$ cat config.mk
export PLATFORM = sky130hd
export DESIGN_NAME = mem_arbiter_flat
export DESIGN_NICKNAME = d
export VERILOG_FILES = /design/src/rtl/mem_arb_pkg.sv /design/src/rtl/mem_arbiter_if.sv /design/src/rtl/arb_starve_ctr.sv /design/src/rtl/mem_arbiter.sv /design/src/flat_wrapper.sv
export SDC_FILE = /design/constraint.sdc
export NUM_CORES = 1
export LEC_CHECK = 0
export CORE_AREA = 4 4 104 106
export CTS_CLUSTER_DIAMETER = 40
export CTS_CLUSTER_SIZE = 25
export DETAILED_ROUTE_END_ITERATION = 6
export DIE_AREA = 0 0 108 110
export GPL_ROUTABILITY_DRIVEN = 0
export GPL_TIMING_DRIVEN = 0
export PLACE_DENSITY_LB_ADDON = 0.1
export SLEW_MARGIN = 5
export SYNTH_ARGS = -nofsm -noshare
export SYNTH_HDL_FRONTEND = slang
export SYNTH_SLANG_ARGS = --single-unit
$ cat constraint.sdc
create_clock -name clk -period 2.38 [get_ports clk]
set_input_delay 0.238 -clock clk [delete_from_list [all_inputs] [get_ports clk]]
set_output_delay 0.238 -clock clk [all_outputs]
set_load 0.005 [all_outputs]
$ cat src/rtl/mem_arb_pkg.sv
// Shared types and constants for the fetch/data memory arbiter.
package mem_arb_pkg;

  typedef enum logic [1:0] {
    OWN_NONE = 2'd0,
    OWN_IF   = 2'd1,
    OWN_DATA = 2'd2
  } owner_e;

  localparam logic [1:0] SIZE_BYTE = 2'b00;
  localparam logic [1:0] SIZE_HALF = 2'b01;
  localparam logic [1:0] SIZE_WORD = 2'b10;

  localparam int unsigned STARVE_MAX_DEF = 3;
  localparam int unsigned DATA_W         = 32;

  // Counter width able to hold 0..max (at least one bit).
  function automatic int unsigned cnt_width(input int unsigned max);
    return (max > 0) ? $clog2(max + 1) : 1;
  endfunction

endpackage

$ cat src/rtl/mem_arbiter_if.sv
// Bundle of the fetch port, data port and single-port memory command/response.
interface mem_arbiter_if
  import mem_arb_pkg::*;
#(
  parameter int unsigned ADDR_W = 32
);

  logic              if_req;
  logic [ADDR_W-1:0] if_addr;
  logic              if_flush;
  logic              if_gnt;
  logic              if_rvalid;
  logic [DATA_W-1:0] if_rdata;

  logic              d_req;
  logic              d_we;
  logic [ADDR_W-1:0] d_addr;
  logic [DATA_W-1:0] d_wdata;
  logic [1:0]        d_size;
  logic              d_signed;
  logic              d_gnt;
  logic              d_rvalid;
  logic [DATA_W-1:0] d_rdata;

  logic              mem_en;
  logic              mem_we;
  logic [ADDR_W-1:0] mem_addr;
  logic [DATA_W-1:0] mem_wdata;
  logic [1:0]        mem_size;
  logic              mem_signed;
  logic [DATA_W-1:0] mem_rdata;

  // Requesters plus the memory: drive requests and read data, see grants/commands.
  modport master (
    output if_req, if_addr, if_flush,
    output d_req, d_we, d_addr, d_wdata, d_size, d_signed,
    output mem_rdata,
    input  if_gnt, if_rvalid, if_rdata,
    input  d_gnt, d_rvalid, d_rdata,
    input  mem_en, mem_we, mem_addr, mem_wdata, mem_size, mem_signed
  );

  // Arbiter view.
  modport slave (
    input  if_req, if_addr, if_flush,
    input  d_req, d_we, d_addr, d_wdata, d_size, d_signed,
    input  mem_rdata,
    output if_gnt, if_rvalid, if_rdata,
    output d_gnt, d_rvalid, d_rdata,
    output mem_en, mem_we, mem_addr, mem_wdata, mem_size, mem_signed
  );

endinterface

$ cat src/rtl/arb_starve_ctr.sv
// Saturating count of consecutive data grants taken while a fetch is waiting.
module arb_starve_ctr
  import mem_arb_pkg::*;
#(
  parameter int unsigned STARVE_MAX = STARVE_MAX_DEF
) (
  input  logic clk,
  input  logic rst,
  input  logic inc,
  input  logic clr,
  output logic sat
);

  localparam int unsigned CNT_W = cnt_width(STARVE_MAX);

  logic [CNT_W-1:0] starve_cnt;

  // Clear wins over increment; hold once saturated.
  always_ff @(posedge clk) begin
    if (rst || clr) begin
      starve_cnt <= '0;
    end else if (inc && !sat) begin
      starve_cnt <= starve_cnt + CNT_W'(1);
    end
  end

  assign sat = (starve_cnt == CNT_W'(STARVE_MAX));

endmodule

$ cat src/rtl/mem_arbiter.sv
// Single-port memory arbiter between instruction fetch and the MEM stage.
// Data has priority; a starvation counter forces one fetch through after
// STARVE_MAX back-to-back data grants. Responses return one cycle after grant.
module mem_arbiter
  import mem_arb_pkg::*;
#(
  parameter int unsigned STARVE_MAX = STARVE_MAX_DEF,
  parameter int unsigned ADDR_W     = 32
) (
  input  logic           clk,
  input  logic           rst,
  mem_arbiter_if.slave   bus
);

  owner_e owner;
  owner_e owner_nxt;
  logic   if_drop;
  logic   if_drop_nxt;
  logic   if_gnt_c;
  logic   d_gnt_c;
  logic   starve_sat;
  logic   starve_inc;
  logic   starve_clr;

  assign starve_inc = d_gnt_c & bus.if_req;
  assign starve_clr = if_gnt_c | ~bus.if_req;

  arb_starve_ctr #(
    .STARVE_MAX (STARVE_MAX)
  ) u_starve_ctr (
    .clk (clk),
    .rst (rst),
    .inc (starve_inc),
    .clr (starve_clr),
    .sat (starve_sat)
  );

  // Owner of the access whose read data arrives next cycle, plus fetch-flush marker.
  always_ff @(posedge clk) begin
    if (rst) begin
      owner   <= OWN_NONE;
      if_drop <= 1'b0;
    end else begin
      owner   <= owner_nxt;
      if_drop <= if_drop_nxt;
    end
  end

  // Arbitration: data first unless the fetch has been starved long enough.
  always_comb begin
    if_gnt_c    = 1'b0;
    d_gnt_c     = 1'b0;
    owner_nxt   = OWN_NONE;
    if_drop_nxt = 1'b0;
    if (!rst) begin
      if (bus.if_req && (starve_sat || !bus.d_req)) begin
        if_gnt_c = 1'b1;
      end else if (bus.d_req) begin
        d_gnt_c = 1'b1;
      end
    end
    if (if_gnt_c) begin
      owner_nxt = OWN_IF;
    end else if (d_gnt_c) begin
      owner_nxt = OWN_DATA;
    end
    if_drop_nxt = if_gnt_c & bus.if_flush;
  end

  // Memory command mux and response steering.
  always_comb begin
    bus.if_gnt     = if_gnt_c;
    bus.d_gnt      = d_gnt_c;
    bus.mem_en     = if_gnt_c | d_gnt_c;
    bus.mem_we     = 1'b0;
    bus.mem_addr   = ADDR_W'(0);
    bus.mem_wdata  = DATA_W'(0);
    bus.mem_size   = 2'b00;
    bus.mem_signed = 1'b0;
    bus.if_rvalid  = 1'b0;
    bus.if_rdata   = DATA_W'(0);
    bus.d_rvalid   = 1'b0;
    bus.d_rdata    = DATA_W'(0);
    if (if_gnt_c) begin
      bus.mem_addr = bus.if_addr;
      bus.mem_size = SIZE_WORD;
    end else if (d_gnt_c) begin
      bus.mem_we     = bus.d_we;
      bus.mem_addr   = bus.d_addr;
      bus.mem_wdata  = bus.d_wdata;
      bus.mem_size   = bus.d_size;
      bus.mem_signed = bus.d_signed;
    end
    // A flush at grant time or now kills the fetch response; data is untouched.
    if (!rst && owner == OWN_IF) begin
      bus.if_rvalid = ~if_drop & ~bus.if_flush;
      bus.if_rdata  = bus.mem_rdata;
    end
    if (!rst && owner == OWN_DATA) begin
      bus.d_rvalid = 1'b1;
      bus.d_rdata  = bus.mem_rdata;
    end
  end

endmodule

$ cat src/flat_wrapper.sv
// flat-port wrapper written by rule: the top's interface ports become plain ports
module mem_arbiter_flat import mem_arb_pkg::*;
#(
  parameter int unsigned STARVE_MAX = STARVE_MAX_DEF,
  parameter int unsigned ADDR_W     = 32
)
  (clk, rst, bus_if_req, bus_if_addr, bus_if_flush, bus_d_req, bus_d_we, bus_d_addr, bus_d_wdata, bus_d_size, bus_d_signed, bus_mem_rdata, bus_if_gnt, bus_if_rvalid, bus_if_rdata, bus_d_gnt, bus_d_rvalid, bus_d_rdata, bus_mem_en, bus_mem_we, bus_mem_addr, bus_mem_wdata, bus_mem_size, bus_mem_signed);
  mem_arbiter_if #(.ADDR_W(ADDR_W)) bus_i ();
  input  logic clk;
  input  logic rst;
  input wire logic [$bits(bus_i.if_req)-1:0] bus_if_req;
  input wire logic [$bits(bus_i.if_addr)-1:0] bus_if_addr;
  input wire logic [$bits(bus_i.if_flush)-1:0] bus_if_flush;
  input wire logic [$bits(bus_i.d_req)-1:0] bus_d_req;
  input wire logic [$bits(bus_i.d_we)-1:0] bus_d_we;
  input wire logic [$bits(bus_i.d_addr)-1:0] bus_d_addr;
  input wire logic [$bits(bus_i.d_wdata)-1:0] bus_d_wdata;
  input wire logic [$bits(bus_i.d_size)-1:0] bus_d_size;
  input wire logic [$bits(bus_i.d_signed)-1:0] bus_d_signed;
  input wire logic [$bits(bus_i.mem_rdata)-1:0] bus_mem_rdata;
  output wire logic [$bits(bus_i.if_gnt)-1:0] bus_if_gnt;
  output wire logic [$bits(bus_i.if_rvalid)-1:0] bus_if_rvalid;
  output wire logic [$bits(bus_i.if_rdata)-1:0] bus_if_rdata;
  output wire logic [$bits(bus_i.d_gnt)-1:0] bus_d_gnt;
  output wire logic [$bits(bus_i.d_rvalid)-1:0] bus_d_rvalid;
  output wire logic [$bits(bus_i.d_rdata)-1:0] bus_d_rdata;
  output wire logic [$bits(bus_i.mem_en)-1:0] bus_mem_en;
  output wire logic [$bits(bus_i.mem_we)-1:0] bus_mem_we;
  output wire logic [$bits(bus_i.mem_addr)-1:0] bus_mem_addr;
  output wire logic [$bits(bus_i.mem_wdata)-1:0] bus_mem_wdata;
  output wire logic [$bits(bus_i.mem_size)-1:0] bus_mem_size;
  output wire logic [$bits(bus_i.mem_signed)-1:0] bus_mem_signed;
  assign bus_i.if_req = bus_if_req;
  assign bus_i.if_addr = bus_if_addr;
  assign bus_i.if_flush = bus_if_flush;
  assign bus_i.d_req = bus_d_req;
  assign bus_i.d_we = bus_d_we;
  assign bus_i.d_addr = bus_d_addr;
  assign bus_i.d_wdata = bus_d_wdata;
  assign bus_i.d_size = bus_d_size;
  assign bus_i.d_signed = bus_d_signed;
  assign bus_i.mem_rdata = bus_mem_rdata;
  assign bus_if_gnt = bus_i.if_gnt;
  assign bus_if_rvalid = bus_i.if_rvalid;
  assign bus_if_rdata = bus_i.if_rdata;
  assign bus_d_gnt = bus_i.d_gnt;
  assign bus_d_rvalid = bus_i.d_rvalid;
  assign bus_d_rdata = bus_i.d_rdata;
  assign bus_mem_en = bus_i.mem_en;
  assign bus_mem_we = bus_i.mem_we;
  assign bus_mem_addr = bus_i.mem_addr;
  assign bus_mem_wdata = bus_i.mem_wdata;
  assign bus_mem_size = bus_i.mem_size;
  assign bus_mem_signed = bus_i.mem_signed;
  mem_arbiter #(.STARVE_MAX(STARVE_MAX), .ADDR_W(ADDR_W)) u_core (.clk(clk), .rst(rst), .bus(bus_i));
endmodule
==> results.md <==
* Reg2Reg Launch Point: u_core.u_starve_ctr.starve_cnt[0]
* CP required at 2.14 ns
* Worst setup EP type: output port
* Unrepaired setup endpoints after global routing: true
* Site Rows at 36
* Slew @ Worst Pin at 0.4732 ns
* Total CTS buffers at 3
* Routed vias at 2,647
* CP Class: in -> out
* Hold_buf cts at 0
* Die Span Y at 110 µm
* GRT Resource Usage Total at 15.62%
* CP Cell Sequence: clkdlybuf4s50_1, a21boi_4, buf_2, a32oi_1, nor2_1, clkdlybuf4s50_1
* Status: finished clean
* Xor/xnor share of the synthesized area at 0%
* Critical Path Source: bus_d_req
* CTS tree: done
* Crit Path Max Fanout at 10
* WL final at 10,350 µm
* CTS Buffer Depth at 2
* Die Area at 11,880 µm²
* Peak VDD IR at 0.1298 mV
* 1st-pass router iterations at 4
* P&R area growth vs syn at 213.3%
* Largest net degree at the start of global routing at 11
* Startpoint Class: primary input
* I/O Pins at 274
* Largest family of logic cells by synthesized area: simple AND/OR/NAND/NOR gates
* IO buf count at 272
* Initial drt markers at 89
* Vias in the first global route at 2,689
* Post-Synth Adder-Cell Area at 0.8842%
* Clock sink count at 5
* Post-route ant nets at 0
* Initial antenna violation count at 0
* Sequential element share of the synthesized area at 7.073%
* Slew headroom at 68.45%
* Max-cap check violation count at 0
* Via density at 4.182
* CP most frequent cell: clkdlybuf4s50_1
* DIE WIDTH at 108 µm
* H-tree depth at 1
* Pwr Density at 185.5 nW/µm²
* Filler cells at 1,038
* Slowest CP cell: clkdlybuf4s50_1
* Compound-Gate Fraction of Synth Area at 23.25%
* Final HPWL DP at 9015 µm
* Post-layout min period at 2.275 ns
* Peak Freq at 0.4395 GHz
* Netlist cell types at 21
* Synth Register Bits at 5
* Clk_skew at 0.0008355 ns
* Leakage power at 1.655 nW
* Syn. warnings at 0
* Clk root buf: clkbuf_8
* Core Area at 9774 µm²
* Worst Hold Launch: bus_if_req
* Worst min path class: in -> reg
* DRC at 0
* Slew Viols, Final at 0
* Layout Utilization at 45.35%
* DR WL/cell at 16.36 µm
* Clk pin slew, worst setup/hold paths at 0.03 ns
* Nets@finish at 638
* Post-Syn Area at 1415 µm²
* First-pass GRT wire length at 14,520 µm
* Synthesized-area fraction occupied by and/or/nand/nor cells at 58.44%
* Slowest stage delay, CP at 0.54 ns
* Multiplexer share of the synthesized area at 0%
* Initial core utilization at 14.48%
* Worst-Skew Late Latency at 0.22 ns
* Setup TNS at 0 ns
* PnR Total Power at 0.8224 mW
* GR Overflow Total at 0
* Post-Syn Nets at 355
* Final hold violation count at 0
* Post-Syn Area per Cell at 6.521 µm²
* Final Cycle Share at 95.60%
* Setup Viol. Count Final at 0
* Gate Count Post-Synth at 217
* Layout cells sized above 1 at 7.214%
* Critical path arrival at 2.04 ns
[routing by layer]
| metal | vias up | global-route usage, % | share of wire (%) |
|---|---|---|---|
| li1 | 1308 | - | - |
| met1 | 1174 | 15.54 | 34 |
| met2 | 158 | 30.20 | 52 |
| met3 | 7 | 6.581 | 14 |
| met4 | 0 | 3.336 | 0.79 |
| met5 | - | 0 | 0 |
[report_power, final]
part	switching (mW)	internal, mW	total, mW
registers	0.00165	0.0873	0.0889
logic	0.181	0.396	0.577
clock network	0.0417	0.115	0.157
[metrics by stage]
stage / setup slack, ns / cell area, µm² / cells / hold WS [ns]
2_1_floorplan: 0.8944 / 1415 / 217 / 0.4046
3_3_place_gp: -0.04609 / 4304 / 622 / 0.4191
3_5_place_dp: -0.04212 / 4304 / 622 / 0.4315
4_1_cts: -0.004509 / 4372 / 629 / 0.4365
5_1_grt: -0.01081 / 4431 / 632 / 0.4861
6_report: 0.1047 / 4433 / 633 / 0.4587
[final cells by class]
cell class | count | area, µm² | share of cell area [%]
repair buffers | 278 | 2770 | 62.49
multi-input cells | 187 | 1199 | 27.04
well taps | 133 | 166.4 | 3.754
plain buffers | 23 | 142.6 | 3.218
flip-flops and latches | 5 | 100.1 | 2.258
clock buffers | 4 | 45.04 | 1.016
inverters | 2 | 7.507 | 0.1693
diodes | 1 | 2.502 | 0.05645
[worst max-delay path, delay by kind of cell]
kind | cells | cell delay (ns)
AOI/OAI and AO/OA | 2 | 0.34
buffers and inverters | 3 | 1.32
and+or+nand+nor | 1 | 0.13
[path summary, 6_finish.rpt]
| kind | end | slack [ns] | cells after the start |
|---|---|---|---|
| worst max-delay path | bus_mem_addr[4] | 0.10 | 6 |
| worst min-delay path | u_core.u_starve_ctr.starve_cnt[0] | 0.46 | 3 |
| worst max register to register | u_core.u_starve_ctr.starve_cnt[1] | 1.07 | 5 |
| worst min register to register | u_core.u_starve_ctr.starve_cnt[0] | 0.49 | 1 |
[timing repair]
| item | CTS | global route |
|---|---|---|
| endpoints found under the setup margin | 26 | 70 |
| hold endpoints to repair | 0 | 0 |
| pin swaps | 1 | 1 |
| buffers inserted | 3 | 3 |
| resized for setup | 0 | 9 |
[synth_stat cells (all sizes together)]
cell type | instances | share of area [%]
a21boi | 1 | 0.80
nand2 | 2 | 0.53
a21oi | 2 | 0.71
a211oi | 2 | 1.9
nor2 | 46 | 13
nor4 | 2 | 0.88
a32oi | 32 | 20
ha | 1 | 0.88
nand2b | 8 | 3.5
nor4b | 1 | 1.1
dfxtp | 5 | 7.1
nor3b | 1 | 0.53
buf | 19 | 8.8
and2 | 89 | 39
clkbuf | 4 | 1.1
inv | 2 | 0.53
[state kept, by name (all words and copies together) (netlist names)]
register,cells
u_core.if_drop,1
u_core.owner,2
u_core.u_starve_ctr.starve_cnt,2
[cells in the final DEF (no fill, tap or decap), types with 3 or more instances in the layout]
cell type	Yosys	layout
clkbuf_8	0	3
nor2_1	44	44
and2_1	89	89
buf_4	4	10
nand2b_1	8	8
clkbuf_1	4	4
clkdlybuf4s50_1	0	271
buf_6	3	3
buf_2	12	11
a32oi_1	32	32
dfxtp_1	5	5
[logic make-up after synthesis]
kind of cell	count (synthesis)
buffers and inverters	25
AO/OA/AOI/OAI	37
AND/OR/NAND/NOR	149
adder cells (fa/ha/maj)	1
flip-flops	5
(Power assumes the default switching activity.)
